--- src/rtl/spatz_boot_sequencer.sv ---
// Boot sequencer: latches an entry point, waits a settle time, writes it to the boot-control
// register over reqrsp, then pulses msip on every core. Optional macro: BOOT_SEQ_TIMEOUT_EN.
module spatz_boot_sequencer #(
  parameter int unsigned          NumCores      = 4,
  parameter int unsigned          AddrWidth     = 48,
  parameter int unsigned          DataWidth     = 64,
  parameter logic [AddrWidth-1:0] BootAddr      = '0,
  parameter int unsigned          WaitCycles    = 1000,
  parameter int unsigned          TimeoutCycles = 256
) (
  input  logic                   clk_i,
  input  logic                   rst_i,
  input  logic                   start_i,
  input  logic [31:0]            entry_point_i,
  output logic [AddrWidth-1:0]   q_addr_o,
  output logic [DataWidth-1:0]   q_data_o,
  output logic                   q_write_o,
  output logic [DataWidth/8-1:0] q_strb_o,
  output logic                   q_valid_o,
  input  logic                   q_ready_i,
  input  logic                   p_valid_i,
  input  logic                   p_error_i,
  output logic                   p_ready_o,
  output logic [NumCores-1:0]    msip_o,
  output logic                   busy_o,
  output logic                   done_o,
  output logic                   error_o
);

  localparam int unsigned WaitW = (WaitCycles > 0) ? $clog2(WaitCycles + 1) : 1;

  typedef enum logic [2:0] {
    S_IDLE, S_WAIT, S_REQ, S_RESP, S_WAKE, S_DONE
  } state_t;

  state_t           state;
  logic [WaitW-1:0] wait_cnt;
  logic [31:0]      entry;
  logic             done;
  logic             error;
  logic             timeout_hit;

`ifdef BOOT_SEQ_TIMEOUT_EN
  localparam int unsigned ToW = (TimeoutCycles > 1) ? $clog2(TimeoutCycles + 1) : 1;
  logic [ToW-1:0] to_cnt;

  assign timeout_hit = (to_cnt == '0);

  // The timeout counter is loaded on the request handshake so it covers exactly the RESP cycles.
  always_ff @(posedge clk_i) begin
    if (rst_i) begin
      to_cnt <= '0;
    end else if (state == S_REQ && q_ready_i) begin
      to_cnt <= ToW'(TimeoutCycles - 1);
    end else if (state == S_RESP && !timeout_hit) begin
      to_cnt <= to_cnt - ToW'(1);
    end
  end
`else
  logic unused_timeout_cfg;

  assign timeout_hit        = 1'b0;
  assign unused_timeout_cfg = (TimeoutCycles != 0);
`endif

  always_ff @(posedge clk_i) begin
    if (rst_i) begin
      state    <= S_IDLE;
      wait_cnt <= '0;
      entry    <= '0;
      done     <= 1'b0;
      error    <= 1'b0;
    end else begin
      case (state)
        S_IDLE, S_DONE: begin
          if (start_i) begin
            entry <= entry_point_i;
            done  <= 1'b0;
            error <= 1'b0;
            if (WaitCycles == 0) begin
              state <= S_REQ;
            end else begin
              state    <= S_WAIT;
              wait_cnt <= WaitW'(WaitCycles - 1);
            end
          end
        end
        S_WAIT: begin
          if (wait_cnt == '0) state <= S_REQ;
          else                wait_cnt <= wait_cnt - WaitW'(1);
        end
        S_REQ: begin
          if (q_ready_i) state <= S_RESP;
        end
        S_RESP: begin
          // A response in the expiry cycle takes priority over the timeout.
          if (p_valid_i) begin
            if (p_error_i) begin
              state <= S_DONE;
              done  <= 1'b1;
              error <= 1'b1;
            end else begin
              state <= S_WAKE;
            end
          end else if (timeout_hit) begin
            state <= S_DONE;
            done  <= 1'b1;
            error <= 1'b1;
          end
        end
        S_WAKE: begin
          state <= S_DONE;
          done  <= 1'b1;
        end
        default: state <= S_IDLE;
      endcase
    end
  end

  // Everything below is decoded from state and latched data only.
  assign q_valid_o = (state == S_REQ);
  assign q_addr_o  = q_valid_o ? BootAddr : '0;
  assign q_data_o  = q_valid_o ? DataWidth'(entry) : '0;
  assign q_write_o = q_valid_o;
  assign q_strb_o  = {(DataWidth/8){q_valid_o}};
  assign p_ready_o = (state == S_RESP);
  assign msip_o    = {NumCores{state == S_WAKE}};
  assign busy_o    = (state == S_WAIT) || (state == S_REQ) || (state == S_RESP) || (state == S_WAKE);
  assign done_o    = done;
  assign error_o   = error;

endmodule
--- config.mk ---
export PLATFORM = sky130hd
export DESIGN_NAME = spatz_boot_sequencer
export DESIGN_NICKNAME = d
export VERILOG_FILES = /design/src/rtl/spatz_boot_sequencer.sv
export SDC_FILE = /design/constraint.sdc
export NUM_CORES = 1
export LEC_CHECK = 0
export ABC_AREA = 0
export CORE_MARGIN = 1.5
export CORE_UTILIZATION = 42
export CTS_BUF_LIST = sky130_fd_sc_hd__clkbuf_8
export DETAILED_ROUTE_END_ITERATION = 12
export GPL_TIMING_DRIVEN = 1
export PLACE_DENSITY_LB_ADDON = 0.1
export SLEW_MARGIN = 30
export SYNTH_ARGS = -nofsm -noshare
export SYNTH_HDL_FRONTEND = slang
export SYNTH_SLANG_ARGS = --single-unit
--- constraint.sdc ---
create_clock -name clk_i -period 3.3 [get_ports clk_i]
set_input_delay 0.66 -clock clk_i [delete_from_list [all_inputs] [get_ports clk_i]]
set_output_delay 0.66 -clock clk_i [all_outputs]
set_load 0.1 [all_outputs]
==> results by group <==
Status
  • Outcome: finished clean

Drt
  • Wire length on met3: 461 um
  • DR DRC count: 0
  • Post-DRT Antenna Nets: 0
  • DR WL/cell: 11.7 um
  • Wl on met1: 2650 um
  • DR vias/cell: 4.56
  • DRT Wirelength: 6050 um
  • Met2 wire length: 2800 um
  • Routed vias: 2352
  • Top routing layer in use: met4
  • Drt initial violations: 65
  • Initial DRT Pass Iterations: 5

Timing
  • Final hold vios: 0
  • Tcrit/Tclk final: 81.0%
  • # setup viols final: 0
  • RSZ-0062 raised after global routing: no
  • Hold WS: 452 ps
  • Slew @ Worst Pin: 768 ps
  • Fin. max-slew vios: 0
  • Setup tns final: 0 ps
  • Worst Clk Skew: 2.93 ps
  • Worst rel slew slack: 48.8%
  • Final period demand of the worst path: 2670 ps
  • Max Fclk: 0.374 GHz

Global route
  • Vias in the first global route: 2005
  • Initial antenna violation count: 0
  • First-pass GRT wire length: 9430 um
  • Largest net degree at the start of global routing: 43
  • GRT overflow: 0
  • GRT Util Overall: 15.9%

Place
  • Routability cong.: 0.773
  • Placed cells: 508
  • IO Port Bufs: 87
  • Post-DP HPWL: 4350 um

Setup path
  • Critical Path AT: 2010 ps
  • Startpoint types: register
  • Crit path largest cell delay: 520 ps
  • Slowest-stage cell, CP: dfxtp_1
  • FF-to-FF setup slack: 1400 ps
  • Reg-to-reg endpoint: entry[13]$_SDFFE_PP0P_
  • CP Data Required Time: 2640 ps
  • Critical-path cell list: nor3b_2, buf_4, and2_1, buf_12
  • Worst R2R Path Depth: 4
  • Reg-to-reg critical path startpoint: state[2]$_SDFFE_PP0P_
  • WS Path Type: register to output pin
  • Setup crit end kind: output pin
  • Crit-path max FO: 42

Clock tree
  • CTS tree: done
  • Reg clk slew, reported paths: 80 ps
  • Clock Root Buffer: clkbuf_8
  • Cts hold-fix bufs: 0
  • H-tree depth: 2
  • CTS Sinks: 47
  • Total CTS buffers: 5
  • Clk Latency, worst-skew pair: 300 ps
  • CTS resizes: 0
  • Setup Fix Bufs, Post-CTS: 0
  • Clock Path Buffers: 2

Power and ir drop
  • Pwr/cell area: 448 nW/um^2
  • Leak pwr: 1.65 nW
  • Worst VDD drop: 287 uV

Synth
  • Ys flop type: dfxtp_1
  • Share of async-settable or async-resettable flops after synthesis: 0%
  • #FFs+latches synth: 47
  • Mapped Cells: 372
  • EDFF count, synth: 0
  • Unique masters post-synth: 43
  • Netlist Area Pre-Place: 2880 um^2
  • Sequential share of the synthesized area: 32.7%
  • Avg Inst Size Synth: 7.73 um^2
  • Warnings from Yosys: 0

Cells and area
  • Number of diodes: 0
  • Layout cells sized above 1: 16.4%
  • Post-Layout Cell Count: 516
  • Area growth syn-to-layout: 35.3%
  • Nets: 477
  • Finished Core Util: 59.9%

Worst hold path
  • Hold Path Origin: entry[26]$_SDFFE_PP0P_
  • Worst Hold Path EP: entry[26]$_SDFFE_PP0P_
  • Hold path depth: 2
  • Hold Path Class: register to register

Floorplanning
  • Chip width: 85.8 um
  • Die area: 7350 um^2
  • # IOs: 168
  • Initial Util: 44.3%
  • Num rows: 29
  • Die H: 85.8 um
  • Core ar.: 6490 um^2

Job
  • Max-cap violations: 0
power breakdown:
| group | internal, mW | switching, mW | total [mW] | leakage, nW |
|---|---|---|---|---|
| Sequential | 0.615 | 0.0358 | 0.651 | 0.386 |
| Clock | 0.143 | 0.187 | 0.330 | 0.0505 |
| Combinational | 0.145 | 0.617 | 0.761 | 1.21 |
| Total | 0.902 | 0.840 | 1.74 | 1.65 |
state kept, by name (all words and copies together), names as in the netlist:
register / flops
error_o: 1
wait_cnt: 10
entry: 32
done_o: 1
state: 3
worst max-delay path by stage:
stage / start / endpoint / slack (ps) / cells past startpoint
detailed placement: start_i / error_o$_SDFFE_PP0P_ / 920 / 6
finish: state[1]$_SDFFE_PP0P_ / q_data_o[13] / 630 / 4
global placement: state[1]$_SDFFE_PP0P_ / q_data_o[13] / 940 / 4
global route: state[1]$_SDFFE_PP0P_ / q_data_o[23] / 490 / 4
floorplan: state[0]$_SDFFE_PP0P_ / q_data_o[22] / 320 / 4
CTS: state[1]$_SDFFE_PP0P_ / q_data_o[13] / 600 / 4
cells by family (layout without fill, tap and decap cells):
kind of cell,count (synthesis),in the layout,synth area share (%)
other,1,80,0.130
AND/OR/NAND/NOR,141,141,25.4
buffers and inverters,120,108,28.0
AO/OA/AOI/OAI,58,58,12.0
flip-flops,47,47,32.7
adder cells (fa/ha/maj),1,1,0.435
XOR/XNOR,3,3,0.914
multiplexers,1,1,0.348
layout make-up:
type,count,area [um^2]
clock buffer,5,68.8
timing repair buffer,91,1300
fill,620,2600
sequential,47,941
inverter,9,33.8
tap,77,96.3
clock inverter,3,12.5
multi-input combinational,284,1440
critical path: cells and delay by family (launching register included):
kind | cells | cell delay [ps]
and+or+nand+nor | 2 | 500
DFF | 1 | 520
buffers and inverters | 2 | 670
cell usage in the layout (no fill, tap or decap), types with 2 or more instances in the layout:
master,n
a31oi_1,5
buf_4,12
a21boi_0,2
or3b_1,2
and2_1,33
nor3b_1,2
nor3b_2,2
dfxtp_1,47
o21ai_0,5
or4_1,2
conb_1,80
a211oi_1,2
nor2_2,2
inv_1,11
buf_12,42
nor2_1,7
a21oi_1,35
nor3_2,2
nor3_1,6
clkbuf_8,5
xnor2_1,2
nand2b_1,2
nand4_1,3
nand3_1,2
nand2_1,69
clkdlybuf4s50_1,37
a31o_1,2
metal layers:
layer  global-route usage [%]  vias up
met1                     20.6     1062
met3                     4.04       10
met2                     25.6      119
li1                         -     1161
met5                        0        -
met4                     6.16        0
per-stage QoR:
step / total power, mW / worst slack (ps) / area [um^2]
2_1_floorplan: 1.38 / 324 / 3180
3_3_place_gp: 1.42 / 940 / 3810
3_5_place_dp: 1.42 / 919 / 3810
4_1_cts: 1.76 / 601 / 3890
5_1_grt: 1.83 / 488 / 3890
6_report: 1.74 / 627 / 3890
synthesized netlist by cell type, types with 2 or more instances:
cell type,instances,area share (%)
a211oi_1,2,0.52
a21boi_0,2,0.52
a21oi_1,35,6.1
a31o_1,2,0.61
a31oi_1,5,1.1
and2_1,33,7.2
buf_1,2,0.26
buf_2,7,1.2
buf_4,92,24
clkbuf_1,10,1.3
dfxtp_1,47,33
inv_1,9,1.2
nand2_1,69,9.0
nand2b_1,2,0.43
nand3_1,2,0.35
nand4_1,3,0.65
nor2_1,7,0.91
nor2_2,2,0.43
nor3_1,6,1.0
nor3_2,2,0.70
nor3b_1,4,1.0
o21ai_0,5,0.87
or3b_1,2,0.61
or4_1,2,0.52
xnor2_1,2,0.61
No activity file was read; power rests on OpenSTA's default activity.
